### src/rtl/seq_framer_tx.sv
// seq_framer_tx
// Serial frame transmitter. An accepted WIDTH-bit word is sent as a frame:
// two flag bits (1,1), a separator (0), then the payload MSB first. A 0 is
// inserted after every payload 1. The 1,1 pattern therefore occurs only in
// the flag, and a receiver can find frame starts from it.
//
// Ports
//   clk        rising-edge clock
//   rst        synchronous, active-high reset
//   data_in    payload word, captured on acceptance
//   valid_in   data_in is valid
//   ready_out  block can accept a word (high only in IDLE)
//   out        serial bit stream, one bit per clk
//   busy       a frame is in progress
//   last       out carries the final bit of the frame
//   dbg_state  current FSM state encoding (IDLE=0 .. STUFF=5)
//
// Handshake: a word transfers on a rising edge where valid_in and ready_out
// are both 1. ready_out does not depend on valid_in. valid_in while busy is
// ignored and is not queued. The producer may change data_in freely after
// the transfer.
//
// All outputs decode registered state only. There is no combinational path
// from any input to any output.
module seq_framer_tx #(
  parameter int WIDTH = 8
) (
  input  logic             clk,
  input  logic             rst,
  input  logic [WIDTH-1:0] data_in,
  input  logic             valid_in,
  output logic             ready_out,
  output logic             out,
  output logic             busy,
  output logic             last,
  output logic [2:0]       dbg_state
);

  localparam int CW = (WIDTH > 2) ? $clog2(WIDTH) : 1;
  localparam logic [CW-1:0] LAST_IDX = CW'(WIDTH - 1);

  typedef enum logic [2:0] {
    IDLE  = 3'd0,
    FLAG1 = 3'd1,
    FLAG2 = 3'd2,
    SEP   = 3'd3,
    DATA  = 3'd4,
    STUFF = 3'd5
  } state_t;

  state_t            state_q;
  state_t            state_d;
  logic [WIDTH-1:0]  sreg;
  logic [CW-1:0]     cnt;   // index of the payload bit in flight
  logic              msb;
  logic              at_last;

  assign msb       = sreg[WIDTH-1];
  assign at_last   = (cnt == LAST_IDX);
  assign dbg_state = state_q;

  // State register
  always_ff @(posedge clk) begin
    if (rst) begin
      state_q <= IDLE;
    end else begin
      state_q <= state_d;
    end
  end

  // Next-state logic
  always_comb begin
    state_d = state_q;
    case (state_q)
      IDLE:    if (valid_in) state_d = FLAG1;
      FLAG1:   state_d = FLAG2;
      FLAG2:   state_d = SEP;
      SEP:     state_d = DATA;
      DATA: begin
        if (msb)          state_d = STUFF;
        else if (at_last) state_d = IDLE;
        else              state_d = DATA;
      end
      STUFF:   state_d = at_last ? IDLE : DATA;
      default: state_d = IDLE;
    endcase
  end

  // Shift register and bit counter. The counter advances only when a payload
  // bit is complete. That is at DATA exit on a 0, or at STUFF exit after a 1.
  // The counter holds at LAST_IDX, so it never passes WIDTH-1.
  always_ff @(posedge clk) begin
    if (rst) begin
      sreg <= '0;
      cnt  <= '0;
    end else begin
      case (state_q)
        IDLE: begin
          if (valid_in) sreg <= data_in;
        end
        SEP: begin
          cnt <= '0;
        end
        DATA: begin
          sreg <= {sreg[WIDTH-2:0], 1'b0};
          if (!msb && !at_last) cnt <= cnt + CW'(1);
        end
        STUFF: begin
          if (!at_last) cnt <= cnt + CW'(1);
        end
        default: begin
        end
      endcase
    end
  end

  // Output decode
  always_comb begin
    out       = 1'b0;
    ready_out = 1'b0;
    busy      = 1'b1;
    last      = 1'b0;
    case (state_q)
      IDLE: begin
        ready_out = 1'b1;
        busy      = 1'b0;
      end
      FLAG1, FLAG2: out = 1'b1;
      SEP:          out = 1'b0;
      DATA: begin
        out  = msb;
        last = at_last && !msb;
      end
      STUFF: begin
        out  = 1'b0;
        last = at_last;
      end
      default: begin
        ready_out = 1'b1;
        busy      = 1'b0;
      end
    endcase
  end

endmodule

### config.mk
export PLATFORM = sky130hd
export DESIGN_NAME = seq_framer_tx
export DESIGN_NICKNAME = d
export VERILOG_FILES = /design/src/rtl/seq_framer_tx.sv
export SDC_FILE = /design/constraint.sdc
export NUM_CORES = 1
export LEC_CHECK = 0
export ABC_AREA = 0
export BUFFER_PORTS_ARGS = -buffer_cell sky130_fd_sc_hd__buf_2
export CORE_MARGIN = 5
export CORE_UTILIZATION = 30
export CTS_BUF_LIST = sky130_fd_sc_hd__clkbuf_16
export CTS_CLUSTER_SIZE = 16
export DETAILED_ROUTE_END_ITERATION = 8
export GPL_TIMING_DRIVEN = 0
export HOLD_SLACK_MARGIN = 0.05
export PLACE_DENSITY = 0.5
export REMOVE_ABC_BUFFERS = 1
export SYNTH_ARGS = -nofsm -noshare
export SYNTH_HDL_FRONTEND = slang
export SYNTH_SLANG_ARGS = --single-unit
### constraint.sdc
create_clock -name clk -period 1.8 [get_ports clk]
set_input_delay 0.54 -clock clk [delete_from_list [all_inputs] [get_ports clk]]
set_output_delay 0.54 -clock clk [all_outputs]
set_load 0.02 [all_outputs]
---- After elaboration in Yosys (flattened, before gate mapping) ----
Cells that the tools add are included.
operators by class
  equality and inequality tests ........... 9
  mux-type cells .......................... 13
  add/subtract/negate cells ............... 1
  reductions and logical operators ........ 11
operators by type and width
  operator               number
  $pmux W3 S6            1
  $pmux W8 S2            1
  $mux W3                5
  $eq A3 B3 Y1 const B   3
  $pmux W3 S3            1
  $mux W8                1
  $eq A3 B2 Y1 const B   2
  $ne A2 B2 Y1 const B   3
  $reduce_or A5 Y1       1
  $pmux W1 S2            2
  $add A3 B1 Y3 const B  1
  $eq A3 B1 Y1 const B   1
  $logic_not A3 Y1       1
  $reduce_and A3 Y1      1
  $reduce_bool A3 Y1     1
  $logic_and A1 B1 Y1    2
  $logic_not A1 Y1       2
  $mux W1                2
  $reduce_and A2 Y1      1
  $reduce_bool A2 Y1     1
  $reduce_or A2 Y1       1
word-level totals
  output and inout bits ................... 7
  bits of input ports ..................... 11
  logic and storage cells ................. 37
  bits in registers ....................... 14

---- Depth between registers and ports, before layout ----
  word-level depth ........................ 5
  depth in mapped cells ................... 5
  gate-level depth less buffers ........... 5

---- Worst setup path after synthesis ----
OpenSTA, ideal clock, no wires.
  path type ............................... reg2out
  start point ............................. register state_q[2] (netlist: dbg_state[2])
  end point ............................... output port ready_out
  path slack .............................. -0.098 ns
  data arrival time ....................... 1.358 ns
  path buffers ............................ 1
  stages on the path, launching flop included .. 5
  required time ........................... 1.260 ns
  cells stage by stage .................... dfxtp_1 -> buf_2 -> nor3_1 -> a21oi_1 -> inv_1
between the ends
  word-level cells in the longest chain between the ends .. 3
  elaborated cells between the ends (all ways) .. 7
  those cells by class .................... eq/ne: 5; mux: 1; reduce/logical: 1
RTL lines
  what                                   RTL line  RTL
  from (decl)                            51        state_t state_q;
  from (signal assigned)                 67        state_q <= state_d;
  $eq A3 B3 Y1 (tied with other cells)   123       case (state_q)
  $reduce_or A5 Y1 (no source line) (*)  --
  $mux W1 (*)                            123
  to (decl)                              32        output logic ready_out,
Mark *: on every way between the ends. The rest lies on a longest branch, timed or not.

---- Worst setup path after layout ----
  start point ............................. register cnt[0]
  end point ............................... output port last
between the ends
  word-level cells in the longest chain between the ends .. 3
RTL lines
  what                    RTL line  RTL
  from (decl)             54        logic [CW-1:0] cnt;
  from (signal assigned)  106       if (!msb && !at_last) cnt <= cnt + CW'(1);
  from (signal assigned)  109       if (!at_last) cnt <= cnt + CW'(1);
  $eq A3 B3 Y1 (*)        59        assign at_last = (cnt == LAST_IDX);
  $logic_and A1 B1 Y1     132       last = at_last && !msb;
  $pmux W1 S2 (*)         123
  to (decl)               35        output logic last,
Marks and branches as above.

==> run summary <==
The run finished, with violations left. The checks that failed: negative setup slack. The share of flip-flops with an asynchronous set or reset after synthesis came out at 0%. The signal arrival time at the worst endpoint came out at 1.35 ns. The post-route antenna net violation count came out at 0. The wire length of the first global-routing pass came out at slightly above 3 mm. Setup violations remaining at the end of the flow were counted as 1. In this run the standard cell core region covers around 2500 sq um.

After global routing the overflow that remains totals 0. The finished cells cover 1050 sq um. The global-route usage over all layers came out at 11.1%. The sequential cell area in the final layout came out at 294 sq um. In the final layout, the share of cells above drive strength 1 is about 38%. The maximum clock skew at final layout came out at approximately 0.0012 ns.

The number of maximum-capacitance constraint violations is 0. The layout net count came out at 128. The total power per unit cell area is 964 nW/um^2.

In this run the worst hold path is classified as reg -> reg. The CTS tree is yes. The via density per instance is 5.06.

The most common flop cell mapped by yosys is sky130_fd_sc_hd__dfxtp_1. The number of global-route vias before repair came out at 663. The worst-case vdd ir drop came out at 0.532 mV.

The number of synthesized register bits came out at 14. STA puts the critical path data required time at 1.26 ns. The biggest area consumer among synthesized cells is sky130_fd_sc_hd__dfxtp_1.

The die span in y is between 60 and 70 um. The total I/O pin count is 18. The clock net sink count came out at 14. In the layout the commonest cells are sky130_fd_sc_hd__nand2_1, sky130_fd_sc_hd__buf_2, sky130_fd_sc_hd__a21oi_1, sky130_fd_sc_hd__dfxtp_1.

Clock-pin slew was measured on the worst setup and hold paths at 0.04 ns. The detailed placer's ending HPWL is 1.26 mm. The post-placement cell area came out at about 860 sq um. Sorting the synthesized cells by area gives the leading types as sky130_fd_sc_hd__dfxtp_1, sky130_fd_sc_hd__a311oi_1, sky130_fd_sc_hd__nand2_1, sky130_fd_sc_hd__a21oi_1, sky130_fd_sc_hd__ha_1.

In this run the number of H-tree levels came out at 1. The worst-case headroom to the max-slew limit came out at slightly below 70%. The sum of routed wire length over all layers is 1.94 mm.

The repair_antennas step left the layout with diodes totalling 0. The number of distinct library cells after synthesis is 29. The number of hold violations in the final report came to 0.

The total CTS buffers is 3. Prior to clock tree synthesis, the placed netlist has a worst setup slack of -0.0399 ns. In this run, synthesis inferred 0 flip-flops with an integrated enable. The mapped cell area is 772 sq um.

The width of the chip is 60.7 um. The transition time of the tightest slew-check pin is 0.467 ns. The maximum net fanout on the critical path came out at 2. The count of pins over their slew limit was 0. The leakage power total came out at 0.457 nW. The count of TritonRoute iterations in the first routing pass is 4. The number of DRC markers in iteration 0 came out at 18.

The die footprint came out at 3690 sq um. The source-to-sink clock delay at the later pin of the worst-skew pair is 0.24 ns. Setup repair after global routing could not meet its margin everywhere.

The area of the multi-input gates is about 490 sq um. In this run the deepest clock path goes through 2 buffers. The cell row count is 18. The initial core utilization is 31.2%. The critical path is of the reg -> out type. The vias after detailed routing came out at 718. The cell at the root of the clock tree is sky130_fd_sc_hd__clkbuf_16. The final non-filler cell total came out at 142. The sequential fraction of the synthesis area came out at approximately 36%. The synthesized instance count came out at 91.

The shortest clock period the worst path allows after layout came out at 1.89 ns. The type of origin of the critical path is a register. The port buffer count came out at 17.

Routability-driven placement finished with a final weighted congestion of ~0.67. The total DRC errors in the routed layout came out at 0. The number of placed instances, taps included, is 132. Once routing completed, OpenROAD measured the worst setup slack at -0.0880 ns. The count of synthesis-stage warnings from yosys came out at 0.

The routed wirelength normalized by instance count is 13.6 um. STA classifies the critical path endpoint as a primary output. The count of hold-fix buffers inserted at cts came out at 0. The ratio of final minimum period to clock period came out at 105%.

The synthesized design devotes to its leading area cell type 36.3% of total area. The filler cell count is 256. The post-layout utilization of the core is 42.4%. The average instance in the mapped netlist occupies ~8.5 sq um.

The initial antenna violation count came out at 0. The relative area change from synthesis to final layout came out at 36.1%. The pin count of the biggest net entering global routing came out at 16. The overall power consumption is roughly 1 mW. The highest attainable clock frequency came out at 0.530 GHz.
## state kept, by name, summed over array words and instances, names as in the netlist
signal / cells
cnt: 3
dbg_state: 3
sreg: 8
## critical path: stages, from the launching register on
cell	delay, ns
sky130_fd_sc_hd__dfxtp_2	0.33
sky130_fd_sc_hd__ha_4	0.16
sky130_fd_sc_hd__ha_4	0.15
sky130_fd_sc_hd__and2_4	0.15
sky130_fd_sc_hd__a21oi_2	0.11
sky130_fd_sc_hd__nor2_1	0.05
sky130_fd_sc_hd__buf_4	0.15
## where the power goes
part / leakage (nW) / internal, mW / switching, mW
logic: 0.302 / 0.101 / 0.129
clock network: 0.0370 / 0.290 / 0.116
registers: 0.118 / 0.342 / 0.0346
total: 0.457 / 0.733 / 0.280
## metal layers
metal | vias to the layer above | wire length [um] | share of wire [%] | global-route usage (%)
met3 | 2 | 123 | 6.4 | 3.40
li1 | 372 | - | - | -
met4 | 0 | 12 | 0.62 | 4.64
met2 | 14 | 903 | 47 | 16.3
met5 | - | 0 | 0 | 0
met1 | 330 | 895 | 46 | 15.1
## metrics by stage
stage,hold WS [ns],TNS (ns)
6_report,0.481,-0.0880
5_1_grt,0.495,-0.126
3_3_place_gp,0.467,-0.0275
4_1_cts,0.481,-0.116
3_5_place_dp,0.475,-0.0476
2_1_floorplan,0.438,-0.144
## synth_stat cells (all sizes together) (2+ instances only)
cell type / instances
nor3b: 3
clkbuf: 3
inv: 3
nor3: 3
mux2i: 3
nor2: 6
a311oi: 7
buf: 3
nand3b: 4
ha: 3
a211o: 2
nand2b: 2
nand2: 16
a21oi: 11
dfxtp: 14
## kinds of logic (layout without fill, tap and decap cells)
logic type      Yosys count  in the layout  synth area share, %
fa+ha+maj                 3              3                 4.86
buf+inv                   9             30                 6.00
mux                       3              3                 3.89
flops                    14             14                 36.3
xor+xnor                  1              1                 1.13
simple gates             38             38                 27.6
compound gates           23             23                 20.3
## path summary, 6_finish.rpt
path,start,to,slack (ns),depth (start not counted)
max,cnt[0],last,-0.09,6
min,sreg[0],sreg[0],0.48,2
max reg2reg,dbg_state[1],sreg[7],0.24,5
min reg2reg,sreg[0],sreg[0],0.48,2
## area by class of cell
cell class                      count  share of cell area [%]
Sequential cell                    14                    28.0
Tap cell                           30                    3.57
Multi-Input combinational cell     68                    46.4
Timing Repair Buffer               24                    13.8
Inverter                            3                    1.07
Clock buffer                        3                    7.14
## repair_timing
item / CTS / global route
gates resized for setup: 15 / 2
pin swaps: 0 / 1
endpoints found under the setup margin: 4 / 4
buffers inserted: 2 / 5
(Power assumes the default switching activity.)
